==> src/rtl/arbitro_de_funcionalidade.sv <==
// Two-requester function arbiter for a shared LED matrix column and four discrete LEDs.
// Each request is classified by user code, decoded into an 11-bit pattern, and merged by priority.
module arbitro_de_funcionalidade (
    input  logic       clk,
    input  logic       rst,
    input  logic [2:0] user0,
    input  logic [2:0] func0,
    input  logic [2:0] user1,
    input  logic [2:0] func1,
    output logic [6:0] matriz,
    output logic [3:0] leds,
    output logic       conflito,
    output logic       vencedor
);

    localparam int unsigned PRIO_W = 2;
    localparam int unsigned PAT_W  = 11;
    localparam int unsigned MAT_W  = 7;
    localparam int unsigned LED_W  = 4;

    localparam logic [2:0] USER_ADMIN = 3'b101;
    localparam logic [2:0] USER_USER  = 3'b001;

    localparam logic [PRIO_W-1:0] PRIO_NONE  = 2'd0;
    localparam logic [PRIO_W-1:0] PRIO_USER  = 2'd1;
    localparam logic [PRIO_W-1:0] PRIO_ADMIN = 2'd2;

    // Priority class from the 3-bit user code; unknown codes are neutral.
    function automatic logic [PRIO_W-1:0] f_prio(input logic [2:0] u);
        case (u)
            USER_ADMIN: f_prio = PRIO_ADMIN;
            USER_USER:  f_prio = PRIO_USER;
            default:    f_prio = PRIO_NONE;
        endcase
    endfunction

    // Pattern layout is {matriz[6:0], leds[3:0]}; leds order is {LED6, LED4, LED3, LED1}.
    function automatic logic [PAT_W-1:0] f_decode(input logic [PRIO_W-1:0] p,
                                                  input logic [2:0]        f);
        logic [MAT_W-1:0] mat;
        logic [LED_W-1:0] led;
        mat = '0;
        led = '0;
        if (p == PRIO_ADMIN) begin
            case (f)
                3'd1:    mat = 7'b0000001;
                3'd2:    mat = 7'b0000010;
                3'd3:    mat = 7'b0000100;
                3'd4:    mat = 7'b0001000;
                3'd5:    mat = 7'b0010000;
                3'd6:    mat = 7'b0100000;
                3'd7:    mat = 7'b1000000;
                default: mat = '0;
            endcase
        end else if (p == PRIO_USER) begin
            // Functions 2, 5 and 7 are not permitted for plain users.
            case (f)
                3'd1:    led = 4'b0001;
                3'd3:    led = 4'b0010;
                3'd4:    led = 4'b0100;
                3'd6:    led = 4'b1000;
                default: led = '0;
            endcase
        end
        f_decode = {mat, led};
    endfunction

    logic [PRIO_W-1:0] w_prio0;
    logic [PRIO_W-1:0] w_prio1;
    logic              w_valid0;
    logic              w_valid1;
    logic              w_eq;
    logic              w_conflict;
    logic              w_winner;
    logic [PAT_W-1:0]  w_pat0;
    logic [PAT_W-1:0]  w_pat1;
    logic [PAT_W-1:0]  w_pat_out;

    logic [MAT_W-1:0]  r_matriz;
    logic [LED_W-1:0]  r_leds;
    logic              r_conflito;
    logic              r_vencedor;

    // Classification, decode and combination of both requests.
    always_comb begin
        w_prio0    = f_prio(user0);
        w_prio1    = f_prio(user1);
        w_valid0   = (w_prio0 != PRIO_NONE) && (func0 != 3'd0);
        w_valid1   = (w_prio1 != PRIO_NONE) && (func1 != 3'd0);
        w_eq       = (func0 == func1);
        w_pat0     = w_valid0 ? f_decode(w_prio0, func0) : '0;
        w_pat1     = w_valid1 ? f_decode(w_prio1, func1) : '0;
        w_conflict = w_valid0 && w_valid1 && w_eq;
        // Ties go to requester 0.
        w_winner   = (w_prio1 > w_prio0);
        w_pat_out  = w_pat0 | w_pat1;
        if (w_conflict) begin
            w_pat_out = w_winner ? w_pat1 : w_pat0;
        end
    end

    always_ff @(posedge clk) begin
        if (rst) begin
            r_matriz   <= '0;
            r_leds     <= '0;
            r_conflito <= 1'b0;
            r_vencedor <= 1'b0;
        end else begin
            r_matriz   <= w_pat_out[PAT_W-1:LED_W];
            r_leds     <= w_pat_out[LED_W-1:0];
            r_conflito <= w_conflict;
            r_vencedor <= w_conflict & w_winner;
        end
    end

    assign matriz   = r_matriz;
    assign leds     = r_leds;
    assign conflito = r_conflito;
    assign vencedor = r_vencedor;

endmodule

==> config.mk <==
export PLATFORM = sky130hd
export DESIGN_NAME = arbitro_de_funcionalidade
export DESIGN_NICKNAME = d
export VERILOG_FILES = /design/src/rtl/arbitro_de_funcionalidade.sv
export SDC_FILE = /design/constraint.sdc
export NUM_CORES = 1
export LEC_CHECK = 0
export BUFFER_PORTS_ARGS = -buffer_cell sky130_fd_sc_hd__clkbuf_2
export CORE_AREA = 5 5 42 44
export CTS_BUF_LIST = sky130_fd_sc_hd__clkbuf_4
export DETAILED_ROUTE_END_ITERATION = 7
export DIE_AREA = 0 0 47 49
export PLACE_DENSITY_LB_ADDON = 0.3
export SYNTH_ARGS = -nofsm -noshare
export SYNTH_HDL_FRONTEND = slang
export SYNTH_SLANG_ARGS = --single-unit
==> constraint.sdc <==
create_clock -name clk -period 4.4 [get_ports clk]
set_clock_uncertainty 0.2 [all_clocks]
set_input_delay 0.88 -clock clk [delete_from_list [all_inputs] [get_ports clk]]
set_output_delay 0.88 -clock clk [all_outputs]
set_load 0.03 [all_outputs]
==> results of run 1 <==
[registers in the layout (all words and copies together), names as in the netlist]
| signal | cells |
|---|---|
| matriz | 7 |
| leds | 4 |
| vencedor | 1 |
| conflito | 1 |
[report_power, final]
group,switching (mW),internal [mW],total (mW)
sequential,0.000284,0.119,0.119
combinational,0.0226,0.0151,0.0377
clock,0.0345,0.0413,0.0757
total,0.0573,0.175,0.232
[how the worst max path moves through the flow]
stage                   from  depth (start not counted)         to  slack (ps)
finish              user0[0]                         10  matriz[2]        1740
global route        user0[0]                         10  matriz[5]        1610
CTS                 user0[0]                         10  matriz[2]        1760
detailed placement  user0[0]                         10  matriz[2]        1470
global placement    user0[0]                         10    leds[2]        1570
floorplan           user0[0]                          9    leds[2]        1780
[per-layer routing]
| metal | track usage (%) | routed length (um) |
|---|---|---|
| met1 | 17.88 | 598 |
| met2 | 24.21 | 801 |
| met3 | 3.321 | 95 |
| met4 | 10.14 | 34 |
| met5 | 0 | 0 |
[stage by stage]
stage	hold slack, ps	setup WS, ps	cells	area [sq um]
2_1_floorplan	754.4	1777	72	661.9
3_3_place_gp	943.6	1571	114	812.0
3_5_place_dp	950.0	1474	114	812.0
4_1_cts	654.9	1758	118	842.1
5_1_grt	650.8	1610	118	842.1
6_report	663.2	1740	118	842.1
[area by class of cell]
type	instances	share of cell area, %
sequential	13	30.91
clock buffer	4	3.566
tap	16	2.377
timing repair buffer	26	15.45
multi-input combinational	57	46.81
inverter	2	0.8915
[kinds of logic after synthesis]
logic type / after synthesis / share of synthesized area, %
fa+ha+maj: 2 / 3.780
flops: 13 / 39.32
simple gates: 36 / 33.27
buf+inv: 2 / 1.135
compound gates: 17 / 19.85
xor+xnor: 2 / 2.647
[layout by cell type, fill, tap and decap left out, types with 2 or more instances in the layout]
cell type and n:
nand2b_1 4, o21ai_1 2, clkbuf_2 26, nand2_1 4, nor2_1 7, ha_1 2, nor2b_1 4, inv_1 2
o22ai_1 10, nand3_1 5, and2_1 2, dfxtp_1 13, clkbuf_4 4
==> impl_results.md, run 1 <==
* Status: finished, final reports clean
* Max_cap viols at 0
* Avg Inst Size Synth at 9.193 sq um
* Area of the multi-input gates at 394.1 sq um
* CP startpoint kind: input port
* Max incr delay on CP at 350 ps
* RSZ-0062 raised after global routing: false
* TNS Setup at 0 ps
* Post-synth top cells: dfxtp_1, o22ai_1, nor2_1, nand3_1
* Final Cycle Share at 60.45%
* Die H at 49 um
* Yosys top cell area share at 39.32%
* Total GRT Usage at 15.44%
* Vias per inst at 5.610
* Initial Util at 47.23%
* Final #Nets at 119
* WP data required at 4400 ps
* CTS tree: built
* Setup crit end kind: flop
* Sink Count at 13
* Max-slew violations at 0
* Number of CTS-inserted buffers at 3
* Vias in the first global route at 612
* First-pass GRT wire length at 2.608 mm
* Total iterations of the first detailed-routing run at 4
* IO Count at 27
* # setup viols final at 0
* Critical path buffer and inverter count at 2
* Number of flops mapped to enable cells by yosys at 0
* Initial antenna violation count at 0
* Final Core Density at 60.09%
* Final hold violations at 0
* PostCTS Resize Cnt at 0
* Htree depth at 1
* Maximum clock path buffer count at 2
* Via count at 662
* P per Cell Area at 276.0 nW/um^2
* Synth area leaders: dfxtp_1, o22ai_1, nor2_1
* Top FF cell, synth: dfxtp_1
* Setup bufs post-CTS at 0
* Power, Total at 232.4 uW
* Critical Path, Cell by Cell: clkbuf_2 > nor2b_1 > and2_1 > inv_1 > ha_1 > nor2b_1 > a2bb2oi_1 > nand2b_1 > o21ai_1 > o22ai_1
* F_max at 0.3760 GHz
* Final HPWL DP at 1.294 mm
* Top cell type by total area after synthesis: dfxtp_1
* Grt ovf at 0
* Die width at 47 um
* Worst-path fanout max at 4
* Yosys reg bits at 13
* Most common cell in the synthesized netlist: dfxtp_1
* Critical path type: input port to flop
* Count of cell types in the netlist at 28
* # rows at 14
* Ys async rst share at 0%
* CP arrival at 2660 ps
* Hold EP: conflito
* Crit-path slowest cell: a2bb2oi_1
* Cell mode on critical path: nor2b_1
* Hold Path Class: input port to flop
* Routability cong. at 0.8918
* Placeable Area at 1401 sq um
* Layout fillers at 130
* Drt wl/cell at 12.96 um
* Peak ir drop on the vdd network at 124.6 uV
* I/O Buffers at 26
* Top delay family on crit path: compound AO/OA/AOI/OAI gates
* Sequential cell area at 260.3 sq um
* Largest net degree at the start of global routing at 8
* Routed WL at 1.529 mm
* Relative slew slack at 75.08%
* Sequential area share after synthesis at 39.32%
* Yosys warnings at 0
* Clk pin slew, worst setup/hold paths at 70 ps
* Initial DRC Count at 10
* P_leak at 0.3463 nW
* Area grow syn2layout at 27.22%
* Worst Hold Path Cells at 2
* # hold bufs at CTS at 0
* DRC at 0
* Tightest Pin Transition at 372.4 ps
* Die area at 2303 sq um
* Worst hold start: rst
* Synth Net Count at 88
* Antenna Violating Nets Remaining at 0
* Post-synthesis cell count at 72
* ANT cells at 0
* Root Buffer: clkbuf_4
* Share of layout cells above drive strength 1 at 35.29%
* Cell area after synthesis at 661.9 sq um
* Tmin final at 2660 ps
(Power assumes the default switching activity.)
==> run 2: changes to the inputs <==
--- a/config.mk
+++ b/config.mk
@@ -5,11 +5,12 @@
 export SDC_FILE = /design/constraint.sdc
 export NUM_CORES = 1
 export LEC_CHECK = 0
+export ABC_AREA = 1
 export BUFFER_PORTS_ARGS = -buffer_cell sky130_fd_sc_hd__clkbuf_2
-export CORE_AREA = 5 5 42 44
+export CORE_MARGIN = 5
+export CORE_UTILIZATION = 49
 export CTS_BUF_LIST = sky130_fd_sc_hd__clkbuf_4
 export DETAILED_ROUTE_END_ITERATION = 7
-export DIE_AREA = 0 0 47 49
 export PLACE_DENSITY_LB_ADDON = 0.3
 export SYNTH_ARGS = -nofsm -noshare
 export SYNTH_HDL_FRONTEND = slang
==> constraint.sdc (replaced) <==
create_clock -name clk -period 2.35 [get_ports clk]
set_clock_uncertainty 0.2 [all_clocks]
set_input_delay 0.47 -clock clk [delete_from_list [all_inputs] [get_ports clk]]
set_output_delay 0.47 -clock clk [all_outputs]
set_load 0.03 [all_outputs]
==> run 2 against run 1 <==
Against the previous run: combinational power increased to 3.0 times the previous value; worst hold slack worse by 320 ps; final area up 46%; sequential power is 87% higher; sequential cell count stayed put; critical path depth is 2 higher; synthesized cell count increased to 2.7 times the previous value; die area rose by 38%; clock-buffer cell count unchanged; final cell count increased by 110%; non-clock buffer count up 3; first-iteration DRC count increased by 60%.
==> impl_results.md, run 2 <==
* Drt wl/cell at 10.40 um
* Synth Net Count at 207
* Largest net degree at the start of global routing at 13
* Most common cell in the synthesized netlist: nand2_1
* Antenna Violating Nets Remaining at 0
* Critical path type: input port to flop
* Die width at 56.32 um
* Root Buffer: clkbuf_4
* CP startpoint kind: input port
* Post-synth top cells: nand2_1, nor2_1, inv_1, nand3_1, dfxtp_1
* Yosys warnings at 0
* F_max at 0.5238 GHz
* Maximum clock path buffer count at 2
* Number of flops mapped to enable cells by yosys at 0
* Tightest Pin Transition at 461.1 ps
* # hold bufs at CTS at 0
* Most common cell after layout, fill and taps aside: nand2_1
* Placeable Area at 2002 sq um
* I/O Buffers at 26
* Vias per inst at 4.869
* Relative slew slack at 69.23%
* Grt ovf at 0
* RSZ-0062 raised after global routing: false
* Die area at 3171 sq um
* Total GRT Usage at 17.40%
* Cell area after synthesis at 1051 sq um
* Post-route design area at 1229 sq um
* Commonest non-fill, non-tap cells in the layout: nand2_1, nor2_1, clkbuf_2
* Top FF cell, synth: dfxtp_1
* Avg Inst Size Synth at 5.503 sq um
* Final Cycle Share at 81.24%
* Hold Path Class: input port to flop
* Max-slew violations at 0
* First-pass GRT wire length at 4.505 mm
* Final Core Density at 61.38%
* # setup viols final at 0
* Top delay family on crit path: simple AND/OR/NAND/NOR gates
* P_leak at 0.6635 nW
* PostCTS Resize Cnt at 0
* Setup crit end kind: flop
* Final HPWL DP at 2.020 mm
* Initial Util at 52.50%
* Critical Path, Cell by Cell: clkbuf_2 > inv_1 > nand3b_1 > inv_1 > ha_1 > nand2_1 > nand2_1 > inv_1 > nand2_1 > nand2_1 > nand2_1 > a21oi_2
* Place WS at 147.9 ps
* Cell mode on critical path: nand2_1
* Total iterations of the first detailed-routing run at 6
* # rows at 16
* Max_cap viols at 0
* Yosys reg bits at 13
* Peak ir drop on the vdd network at 153.7 uV
* Max incr delay on CP at 290 ps
* Status: finished, final reports clean
* Routability cong. at 0.8729
* Synth area leaders: nand2_1, dfxtp_1, nor2_1
* ANT cells at 0
* Initial antenna violation count at 0
* CP arrival at 1920 ps
* WP data required at 2360 ps
* Routed WL at 2.538 mm
* IO Count at 27
* Sink Count at 13
* DRC at 0
* Sequential area share after synthesis at 24.76%
* Post-synthesis cell count at 191
* Number of CTS-inserted buffers at 3
* P per Cell Area at 394.6 nW/um^2
* Clk pin slew, worst setup/hold paths at 80 ps
* Post-place instance area at 1199 sq um
* Yosys top cell area share at 26.43%
* Crit-path slowest cell: ha_1
* Count of cell types in the netlist at 21
* Htree depth at 1
* Worst-path fanout max at 11
* Power, Total at 484.9 uW
* CTS tree: built
* Initial DRC Count at 16
* Die H at 56.32 um
* Share of layout cells above drive strength 1 at 24.42%
* Ys async rst share at 0%
* Tmin final at 1909 ps
* Final hold violations at 0
* Via count at 1188
* Setup bufs post-CTS at 0
* Area grow syn2layout at 16.90%
* Critical path buffer and inverter count at 4
* TNS Setup at 0 ps
* Max FFs per register at 7
* Vias in the first global route at 1068
* Final #Nets at 234
* Setup ws final at 440.8 ps
* Top cell type by total area after synthesis: nand2_1
## run 2: cell families after synthesis
family | share of synthesized area (%)
AO/OA/AOI/OAI | 7.857
XOR/XNOR | 0.8335
AND/OR/NAND/NOR | 53.69
adder cells (fa/ha/maj) | 2.381
flip-flops | 24.76
buffers and inverters | 10.48
## run 2: per-stage QoR
| step | hold slack (ps) | cells |
|---|---|---|
| after floorplan | 339.1 | 191 |
| after global placement | 639.3 | 240 |
| after detailed placement | 645.9 | 240 |
| after CTS | 350.6 | 244 |
| after global routing | 350.2 | 244 |
| final | 340.3 | 244 |
## run 2: layer usage
metal / up-vias / wire, um / share of wire [%] / GRT usage [%]
met5: - / 0 / 0 / 0
met4: 0 / 25 / 0.99 / 6.441
met3: 2 / 119 / 4.7 / 1.376
met2: 28 / 1260 / 50 / 30.72
met1: 520 / 1133 / 45 / 21.85
li1: 638 / - / - / -
## run 2: area by class of cell
| cell class | count | area, sq um |
|---|---|---|
| fillers | 209 | 773.2 |
| multi-input cells | 152 | 680.7 |
| flip-flops and latches | 13 | 260.3 |
| repair buffers | 29 | 152.6 |
| inverters | 19 | 71.32 |
| well taps | 27 | 33.78 |
| clock buffers | 4 | 30.03 |
## run 2: worst paths after layout
path | startpoint | to | cells past startpoint
max | user0[1] | leds[0] | 12
min | rst | leds[3] | 2
## run 2: power breakdown
part	internal (mW)	switching (mW)	leakage (nW)	total [mW]
Combinational	0.0362	0.0753	0.540	0.112
Clock	0.0772	0.0733	0.0184	0.151
Sequential	0.222	0.000492	0.105	0.223
Total	0.336	0.149	0.664	0.485
